## src/rtl/r22sdf_seq.sv

```systemverilog
// ============================================================================
// Module   : r22sdf_seq
// Brief    : Frame sequencer for a radix-2^2 SDF FFT pipeline: datapath
//            enable, per-stage butterfly selects, fill tracking and flush.
// Revision : 1.0
// ============================================================================
`default_nettype none

module r22sdf_seq #(
    parameter int FFT_LOG2      = 6,
    parameter int REG_PER_STAGE = 0
) (
    input  logic                sys_clk,
    input  logic                sys_nrst,
    input  logic                in_valid,
    input  logic                in_sop,
    output logic                in_ready,
    input  logic                flush_req,
    output logic                dp_en,
    output logic                din_zero,
    output logic [FFT_LOG2-1:0] stage_sel,
    output logic                out_valid,
    output logic                out_sop,
    output logic                sop_err,
    output logic                busy
);

    localparam int N = 1 << FFT_LOG2;

    // Cumulative delay in front of butterfly stage k.
    function automatic int d_of(input int k);
        int acc;
        acc = 0;
        for (int j = 0; j < k; j++) begin
            acc = acc + (N >> (j + 1)) + REG_PER_STAGE;
        end
        return acc;
    endfunction

    localparam int PIPE_LAT = d_of(FFT_LOG2);
    localparam int FILL_W   = $clog2(PIPE_LAT + 1);

    localparam logic [FILL_W-1:0]   c_fill_max   = FILL_W'(PIPE_LAT);
    localparam logic [FILL_W-1:0]   c_flush_last = FILL_W'(PIPE_LAT - 1);
    localparam logic [FFT_LOG2-1:0] c_cnt_last   = FFT_LOG2'(N - 1);
    localparam logic [FFT_LOG2-1:0] c_cnt_one    = FFT_LOG2'(1);

    typedef enum logic [1:0] {
        S_IDLE  = 2'd0,
        S_RUN   = 2'd1,
        S_FLUSH = 2'd2
    } state_t;

    state_t              r_state;
    state_t              w_state_nxt;
    logic [FFT_LOG2-1:0] r_cnt;
    logic [FFT_LOG2-1:0] w_cnt_nxt;
    logic [FILL_W-1:0]   r_fill;
    logic [FILL_W-1:0]   w_fill_nxt;
    logic [FFT_LOG2-1:0] r_out_cnt;
    logic [FFT_LOG2-1:0] w_out_cnt_nxt;
    logic [FILL_W-1:0]   r_flush_cnt;
    logic [FILL_W-1:0]   w_flush_cnt_nxt;
    logic                r_flush_pend;
    logic                w_flush_pend_nxt;
    logic                w_primed;
    logic                w_resync;
    logic                w_clear;

    assign w_primed = (r_fill == c_fill_max);
    assign busy     = (r_state != S_IDLE);

    always_ff @(posedge sys_clk or negedge sys_nrst) begin
        if (!sys_nrst) begin
            r_state      <= S_IDLE;
            r_cnt        <= '0;
            r_fill       <= '0;
            r_out_cnt    <= '0;
            r_flush_cnt  <= '0;
            r_flush_pend <= 1'b0;
        end else begin
            r_state      <= w_state_nxt;
            r_cnt        <= w_cnt_nxt;
            r_fill       <= w_fill_nxt;
            r_out_cnt    <= w_out_cnt_nxt;
            r_flush_cnt  <= w_flush_cnt_nxt;
            r_flush_pend <= w_flush_pend_nxt;
        end
    end

    always_comb begin
        w_state_nxt      = r_state;
        w_cnt_nxt        = r_cnt;
        w_fill_nxt       = r_fill;
        w_out_cnt_nxt    = r_out_cnt;
        w_flush_cnt_nxt  = r_flush_cnt;
        w_flush_pend_nxt = r_flush_pend;
        w_resync         = 1'b0;
        w_clear          = 1'b0;
        in_ready         = 1'b0;
        dp_en            = 1'b0;
        din_zero         = 1'b0;
        sop_err          = 1'b0;
        out_valid        = 1'b0;
        out_sop          = 1'b0;

        case (r_state)
            S_IDLE: begin
                in_ready = 1'b1;
                // Async reset forces IDLE, so only this state needs the
                // reset gate to keep the combinational outputs quiet.
                if (in_valid && sys_nrst) begin
                    if (in_sop) begin
                        dp_en       = 1'b1;
                        w_cnt_nxt   = c_cnt_one;
                        w_state_nxt = S_RUN;
                    end else begin
                        sop_err = 1'b1;
                    end
                end
            end
            S_RUN: begin
                in_ready = 1'b1;
                dp_en    = in_valid;
                if (flush_req) begin
                    w_flush_pend_nxt = 1'b1;
                end
                if (dp_en) begin
                    if (in_sop && (r_cnt != '0)) begin
                        sop_err   = 1'b1;
                        w_resync  = 1'b1;
                        w_cnt_nxt = c_cnt_one;
                    end else begin
                        w_cnt_nxt = r_cnt + 1'b1;
                        if ((r_cnt == c_cnt_last) && (r_flush_pend || flush_req)) begin
                            w_state_nxt      = S_FLUSH;
                            w_flush_pend_nxt = 1'b0;
                            w_flush_cnt_nxt  = '0;
                        end
                    end
                end
            end
            S_FLUSH: begin
                dp_en           = 1'b1;
                din_zero        = 1'b1;
                w_cnt_nxt       = r_cnt + 1'b1;
                w_flush_cnt_nxt = r_flush_cnt + 1'b1;
                if (r_flush_cnt == c_flush_last) begin
                    w_state_nxt = S_IDLE;
                    w_clear     = 1'b1;
                end
            end
            default: begin
                w_state_nxt = S_IDLE;
                w_clear     = 1'b1;
            end
        endcase

        out_valid = dp_en & w_primed;
        out_sop   = out_valid & (r_out_cnt == '0);

        if (w_clear) begin
            w_fill_nxt       = '0;
            w_out_cnt_nxt    = '0;
            w_cnt_nxt        = '0;
            w_flush_pend_nxt = 1'b0;
            w_flush_cnt_nxt  = '0;
        end else if (w_resync) begin
            w_fill_nxt    = FILL_W'(1);
            w_out_cnt_nxt = '0;
        end else begin
            if (dp_en && !w_primed) begin
                w_fill_nxt = r_fill + 1'b1;
            end
            if (out_valid) begin
                w_out_cnt_nxt = r_out_cnt + 1'b1;
            end
        end
    end

    // Each stage sees the frame counter delayed by the pipeline ahead of it.
    for (genvar k = 0; k < FFT_LOG2; k++) begin : g_stage
        localparam int c_off = d_of(k) % N;
        logic [FFT_LOG2-1:0] w_rel;
        assign w_rel        = r_cnt - FFT_LOG2'(c_off);
        assign stage_sel[k] = w_rel[FFT_LOG2-1-k];
    end

endmodule

`default_nettype wire

```

## config.mk

```make
export PLATFORM = sky130hd
export DESIGN_NAME = r22sdf_seq
export DESIGN_NICKNAME = d
export VERILOG_FILES = /design/src/rtl/r22sdf_seq.sv
export SDC_FILE = /design/constraint.sdc
export NUM_CORES = 1
export LEC_CHECK = 0
export BUFFER_PORTS_ARGS = -buffer_cell sky130_fd_sc_hd__buf_4
export CELL_PAD_IN_SITES_DETAIL_PLACEMENT = 1
export CELL_PAD_IN_SITES_GLOBAL_PLACEMENT = 1
export CORE_UTILIZATION = 48
export DETAILED_ROUTE_END_ITERATION = 7
export GPL_ROUTABILITY_DRIVEN = 0
export HOLD_SLACK_MARGIN = 0.03
export PLACE_DENSITY = 0.94
export SLEW_MARGIN = 20
export SYNTH_ARGS = -nofsm -noshare
export SYNTH_HDL_FRONTEND = slang
export SYNTH_SLANG_ARGS = --single-unit
```

## constraint.sdc

```tcl
create_clock -name sys_clk -period 4.7 [get_ports sys_clk]
set_clock_uncertainty 0.2 [all_clocks]
set_input_delay 0.235 -clock sys_clk [delete_from_list [all_inputs] [get_ports sys_clk]]
set_output_delay 0.235 -clock sys_clk [all_outputs]
set_load 0.02 [all_outputs]
```

# Word-level counts from Yosys, hierarchy flattened
# Index checks and enable logic that the tools add are counted.
# totals
elab_cells,95
ff_bits,27
output_inout_bits,13
# op_classes
mux,43
n_eq_ne,16
bitwise,2
n_reduce_logical,19
add_sub_neg,9
# op_table
cell,count
6-bit 2-to-1 mux,15
6-bit by 1-bit adder with 6-bit output (second input constant),4
6-bit == test (second input constant),3
6-bit one-hot mux with 3 select lines,1
1-bit 2-to-1 mux,16
3-bit != test (second input constant),5
2-bit 2-to-1 mux,6
2-bit != test (second input constant),6
6-bit one-hot mux with 2 select lines,1
3-bit nonzero test,3
4-bit AND reduction,2
6-bit zero test,1
2-bit one-hot mux with 3 select lines,1
6-bit AND reduction,1
6-bit nonzero test,1
5-bit by 1-bit subtractor with 5-bit output (second input constant),1
1-bit logical AND,4
1-bit one-hot mux with 2 select lines,2
2-bit nonzero test,2
4-bit nonzero test,1
4-bit by 1-bit subtractor with 4-bit output (second input constant),1
1-bit one-hot mux with 3 select lines,1
3-bit by 1-bit subtractor with 3-bit output (second input constant),1
1-bit bitwise AND,2
other kinds (8),8

# Logic depth before layout (Yosys ltp)
# Gate-level depths: netlist of the first run.
# depth
ltp_word,7
ltp_mapped,8
mapped_depth_nobuf,7

# Least setup slack after synthesis of the first run
# Ideal clock, no wire load.
# synth_timing
kind,flip-flop to output port
from,register r_state[0]
to,output port out_sop
stages_incl_launch_ff,8
path_slack_ps,2191
path_buffers,1
arrival_ps,2074
cell_sequence,dfrtp_1 inv_1 ha_1 buf_2 a21oi_1 a2111o_1 inv_1 and3_1
# synth_via
elab_chain_len,4
elab_cells_between_ends,6
# synth_rtl
element,line_no,rtl
from (decl),54,state_t r_state;
from (signal assigned),82,r_state <= w_state_nxt;
"2-bit == test, or another cell as far along",107,case (r_state)
1-bit one-hot mux with 3 select lines (*),107,
1-bit bitwise AND (*),159,out_valid = dp_en & w_primed;
named net out_valid,22,"output logic out_valid,"
1-bit bitwise AND (*),160,out_sop = out_valid & (r_out_cnt == '0);
to (decl),23,"output logic out_sop,"
# Mark *: on every way through the listed nets, which the timed path passes. The rest lies on a longest branch.

# Worst setup path after layout of the first run
# layout_timing
from,register r_state[0]
to,output port out_sop
# layout_via
elab_chain_len,4
elab_cells_between_ends,6
# layout_rtl
element,line_no
"2-bit == test, or another cell as far along",107
1-bit one-hot mux with 3 select lines (*),107
1-bit bitwise AND (*),159
1-bit bitwise AND (*),160
# Every way passes the cells marked *; elsewhere a longest branch is shown, timed or not.

==> results of run 1 <==
-- critical path: stages (launching register included) --
cell,delay [ns]
dfrtp_1,0.44
inv_1,0.11
ha_1,0.55
a21oi_1,0.19
a2111o_1,0.58
inv_1,0.18
and3_1,0.19
buf_4,0.15
-- routing by layer --
metal / up-vias / part of all wire
li1: 841 / -
met1: 909 / 0.46
met2: 31 / 0.50
met3: 7 / 0.028
met4: 0 / 0.014
met5: - / 0
-- cells by family after synthesis --
logic type                 count (synthesis)  synth area share
and+or+nand+nor                           79             0.242
adders and majority gates                 12            0.0802
AOI/OAI and AO/OA                         72             0.251
buffers and inverters                     24            0.0501
muxes                                      2            0.0114
xor gates and xnor gates                   1           0.00468
DFF                                       27             0.361
-- cells in the final DEF (no fill, tap or decap), types with 3 or more instances in the layout --
cell / n
o31ai_1: 3
o32ai_1: 3
a21oi_1: 20
o21ai_0: 17
clkbuf_8: 3
nand3_1: 18
nand2b_1: 3
nand2_1: 18
dfrtp_1: 27
or3_1: 7
ha_1: 12
buf_4: 17
inv_1: 18
and3_1: 10
and2_1: 5
o211ai_1: 5
-- power by group through the flow --
stage                     logic, mW  clock network [mW]  registers, mW
after CTS                     0.588               0.143          0.311
after floorplan               0.407                   0          0.311
after global placement        0.565                   0          0.313
final                         0.594               0.140          0.311
after global routing          0.641               0.151          0.317
after detailed placement      0.584                   0          0.316
-- area by class of cell --
class / instances / area share
Multi-Input combinational cell: 166 / 0.527
Sequential cell: 27 / 0.323
Timing Repair Buffer: 18 / 0.0658
Inverter: 18 / 0.0323
Tap cell: 48 / 0.0287
Clock buffer: 3 / 0.0197
Clock inverter: 1 / 0.00359
-- worst paths after layout --
kind,startpoint,endpoint,slack (ns),cells after the start
setup / recovery,r_state[0],out_sop,1.58,7
hold / removal,in_valid,r_flush_pend,0.04,2
setup reg to reg,r_state[0],r_cnt[2],1.92,5
hold reg to reg,r_out_cnt[0],r_out_cnt[0],0.38,2
max in group asynchronous,sys_nrst,r_state[0],3.79,2
min in group asynchronous,sys_nrst,r_cnt[4],0.22,2
-- state kept, by name (all words and copies together), names as in the netlist --
name,flops
r_flush_cnt,6
r_cnt,6
r_out_cnt,6
r_state,2
r_flush_pend,1
r_fill,6
-- timing repair --
item / CTS / global route
setup endpoints to repair: 0 / 0
gates resized for setup: 0 / 0
hold buffers: 1 / 0
hold endpoints to repair: 27 / 0
==> summary.txt, run 1 <==
Overall Global Routing Usage: 0.259
Htree depth: 1
Power share of the clock group: 0.134
Worst-Skew Late Latency: 0.28 ns
Synth cell types: 51
Diode count: 0
Dpl cells: 276
DR vias: 1788
DRT Pass-1 Iters: 4
Total power draw: 1.05 mW
Clock root buffer: clkbuf_8
Routed WL per cell: 18.0 µm
Top cells by area, synth: dfrtp_1 36%, ha_1 8.0%, a21oi_1 5.3%
Die Area: 0.00416 mm²
Initial antenna violation count: 0
Count of state elements after synthesis: 27
Ys async rst share: 1.00
Post-CTS setup buffers: 0
Critical path fanouts, max: 19
Hold Crit Class: in -> reg
Top post-synthesis cells by count: 27 x dfrtp_1, 20 x a21oi_1, 18 x inv_1, 18 x nand2_1, 18 x nand3_1
Detailed placer's ending HPWL: 3.73 mm
Worst setup EP type: primary output
Synth warn: 0
Fillers: 454
Num CTS Buffers: 3
VDD IR max: 295 µV
Non-Filler Instances: 281
Fin area: 0.00209 mm²
Layout cells sized above 1: 0.116
Post-Syn Area: 0.00187 mm²
Cell taking the most area after synthesis: dfrtp_1
Vias in the first global route: 1769
Final Max Tran Viols: 0
Clock transition at the registers of the reported paths: 0.09 ns
Combinational Power Share: 0.569
Worst slew pin tran: 0.816 ns
Post-synthesis sequential area ratio: 0.361
Area Growth Syn to Fin: 11.8%
Layout Nets: 251
Setup_tns: 0 ns
TritonCTS clock tree: yes
Multi-input gate area: 0.00110 mm²
Crit path required time: 4.26 ns
Final Util: 0.568
Endpoints failing setup: 0
Fmax: 320 MHz
Hold Vio Cnt, Final: 0
Internal power: 0.537 mW
Port-buffer cells: 17
Initial Utilization: 0.508
GR Util met2: 0.451
Syn Area/Cell: 8.63 µm²
RSZ-0062 raised after global routing: no
Pin count of the biggest net entering global routing: 31
DP Area: 0.00203 mm²
Antenna-violating nets left: 0
Post-synth top area share: 0.361
Status: completed
Mapped Cells: 217
Ports: 18
GRT met1 Usage: 0.324
DRC: 0
Max-cap violations: 0
Sw Ratio: 0.486
Post-synth EDFFs: 0
Die X: 64.5 µm
First-pass GRT wire length: 8.36 mm
Number of DRC markers in iteration 0: 103
GR Overflow Total: 0
Slew headroom: 0.455
CP startpoint kind: flip-flop
Register area: 676 µm²
Most used DFF post-synth: dfrtp_1
Total wire length: 5.04 mm
Hold slack: 0.0411 ns
Min cycle time layout: 3.12 ns
Tcrit/Tclk final: 0.664
Setup Crit Path Kind: reg -> out
Pre-CTS setup slack: 1.90 ns
Core Footprint: 0.00369 mm²
Syn nets: 234
Setup WS post-layout: 1.58 ns
Die height: 64.5 µm
Sink Count: 27
Arr. time, crit path: 2.69 ns
Global route hottest layer: met2
Net Sw Power: 0.508 mW
Top-count cell post-synth: dfrtp_1
P_leak: 0.895 nW
Clock buffer depth: 2
FP Rows: 22
Grt met3 use: 0.0423
Flop pwr share: 0.297
Number of vias per cell: 6.36
Power density cells: 499 mW/mm²
Power figures use the tool's default switching activity.
==> run 2, diff against run 1 <==
CORE_UTILIZATION = 45   (was 48)
PLACE_DENSITY = 0.9   (was 0.94)
clock period = 3.05 ns   (was 4.7 ns; I/O delays follow)
==> summary.txt, run 2 (synthesized netlist as in run 1, its figures left out) <==
Flop pwr share: 0.291
Die height: 66.5 µm
Combinational Power Share: 0.577
Failing checks: DRC
Max Used Layer: met4
Number of vias per cell: 6.17
Worst-Skew Late Latency: 0.28 ns
Metal2 WL: 2.64 mm
Number of DRC markers in iteration 0: 100
Max-cap violations: 0
Post-CTS setup buffers: 0
RSZ-0062 raised after global routing: no
Commonest cells after routing, fill and taps aside: 27 x dfrtp_1, 21 x buf_4, 20 x a21oi_1
GR Overflow Total: 0
Pin count of the biggest net entering global routing: 30
Hold Vio Cnt, Final: 0
Clock transition at the registers of the reported paths: 0.11 ns
FP Rows: 23
P_leak: 0.924 nW
Setup Crit Path Kind: reg -> out
Worst slew pin tran: 0.696 ns
Antenna-violating nets left: 0
Tcrit/Tclk final: 0.916
Diode count: 0
Power share of the clock group: 0.132
Setup_tns: 0 ns
Total wire length: 5.21 mm
Routed WL per cell: 18.0 µm
DR vias: 1782
Delay-heaviest family, CP: compound AO/OA/AOI/OAI gates
DP Area: 0.00207 mm²
Ports: 18
Overall Global Routing Usage: 0.254
TritonCTS clock tree: yes
DRC: 2
Status: complete, but fails checks
Fmax: 358 MHz
Critical Path Max Stage Delay: 0.56 ns
Core Footprint: 0.00400 mm²
Critical path fanouts, max: 14
Detailed placer's ending HPWL: 3.63 mm
Commonest non-fill, non-tap cell in the layout: dfrtp_1
Fillers: 484
Port-buffer cells: 17
Layout cells sized above 1: 0.134
Slew headroom: 0.532
Hold Crit Class: in -> reg
Area Growth Syn to Fin: 14.7%
Endpoints failing setup: 0
Htree depth: 1
Power density cells: 776 mW/mm²
Crit path required time: 2.70 ns
CP max-delay cell: a2111o_1
Crit path cell chain: inv_1 > ha_2 > a21oi_1 > a2111o_1 > inv_1 > and3_1 > buf_4
Worst setup EP type: primary output
Die X: 66.5 µm
Met3 wire length: 126 µm
Dpl cells: 282
VDD IR max: 374 µV
Net Sw Power: 0.800 mW
First-pass GRT wire length: 8.49 mm
Initial antenna violation count: 0
Layout Nets: 257
Arr. time, crit path: 2.44 ns
Num CTS Buffers: 3
Sink Count: 27
Post-Route M1 WL: 2.41 mm
Initial Utilization: 0.468
Most common cell on crit path: inv_1
Sw Ratio: 0.480
Die Area: 0.00442 mm²
Buf/Inv on CP: 3
DRT Pass-1 Iters: 6
Internal power: 0.867 mW
Clock buffer depth: 2
Clock root buffer: clkbuf_8
Min cycle time layout: 2.79 ns
Final Max Tran Viols: 0
CP startpoint kind: flip-flop
Fin area: 0.00215 mm²
Vias in the first global route: 1736
Non-Filler Instances: 289
==> run 2: changes by cell type in the layout (fill, tap and decap cells not counted) <==
| cell | previous run | this run |
|---|---|---|
| ha_2 | 0 | 1 |
| dlygate4sd3_1 | 1 | 3 |
| ha_1 | 12 | 11 |
| buf_4 | 17 | 21 |
==> run 2: cell type report <==
cell class                 instances  area, µm²  share of cell area
multi-input combinational        166       1110               0.515
inverter                          18       67.6              0.0315
clock buffer                       3       41.3              0.0192
tap                               50       62.6              0.0291
timing repair buffer              24        188              0.0874
sequential                        27        676               0.315
clock inverter                     1       7.51             0.00349
==> run 2: layer usage <==
metal  vias up  track usage
li1        848            -
met1       902        0.336
met2        30        0.446
met3         2       0.0257
met4         0       0.0505
met5         -            0
==> run 2: what timing repair did <==
action,CTS,global route
gates resized for setup,0,1
hold endpoints to repair,28,0
endpoints found under the setup margin,0,1
hold buffers,3,0
==> run 2: power groups by stage <==
| stage | clock [mW] | sequential (mW) | combinational, mW |
|---|---|---|---|
| global placement | 0 | 0.483 | 0.903 |
| detailed placement | 0 | 0.490 | 0.924 |
| CTS | 0.222 | 0.484 | 0.951 |
| floorplan | 0 | 0.479 | 0.627 |
| finish | 0.220 | 0.485 | 0.963 |
| global route | 0.232 | 0.495 | 1.05 |
==> run 2: through the flow <==
step | utilization | power, mW | hold WS (ns) | setup slack (ns)
CTS | 0.536 | 1.66 | 0.176 | 0.132
global placement | 0.517 | 1.39 | 0.0357 | 0.592
floorplan | - | 1.11 | -0.343 | 0.623
detailed placement | 0.517 | 1.41 | 0.0350 | 0.456
global route | 0.537 | 1.78 | 0.202 | 0.157
finish | 0.537 | 1.67 | 0.177 | 0.257
==> run 2: worst paths after layout <==
check | start | to | slack [ns] | depth (start not counted)
max | r_state[1] | out_sop | 0.26 | 7
min | in_sop | r_cnt[0] | 0.18 | 4
max reg2reg | r_state[0] | r_flush_pend | 0.55 | 7
min reg2reg | r_out_cnt[0] | r_out_cnt[0] | 0.38 | 2
max in group asynchronous | sys_nrst | r_out_cnt[1] | 2.10 | 3
min in group asynchronous | sys_nrst | r_flush_cnt[3] | 0.25 | 3
==> run 2: worst min-delay path, stage by stage <==
cell and delay [ns]:
buf_4 0.15, o31ai_1 0.09, a21oi_1 0.07, o21a_1 0.17
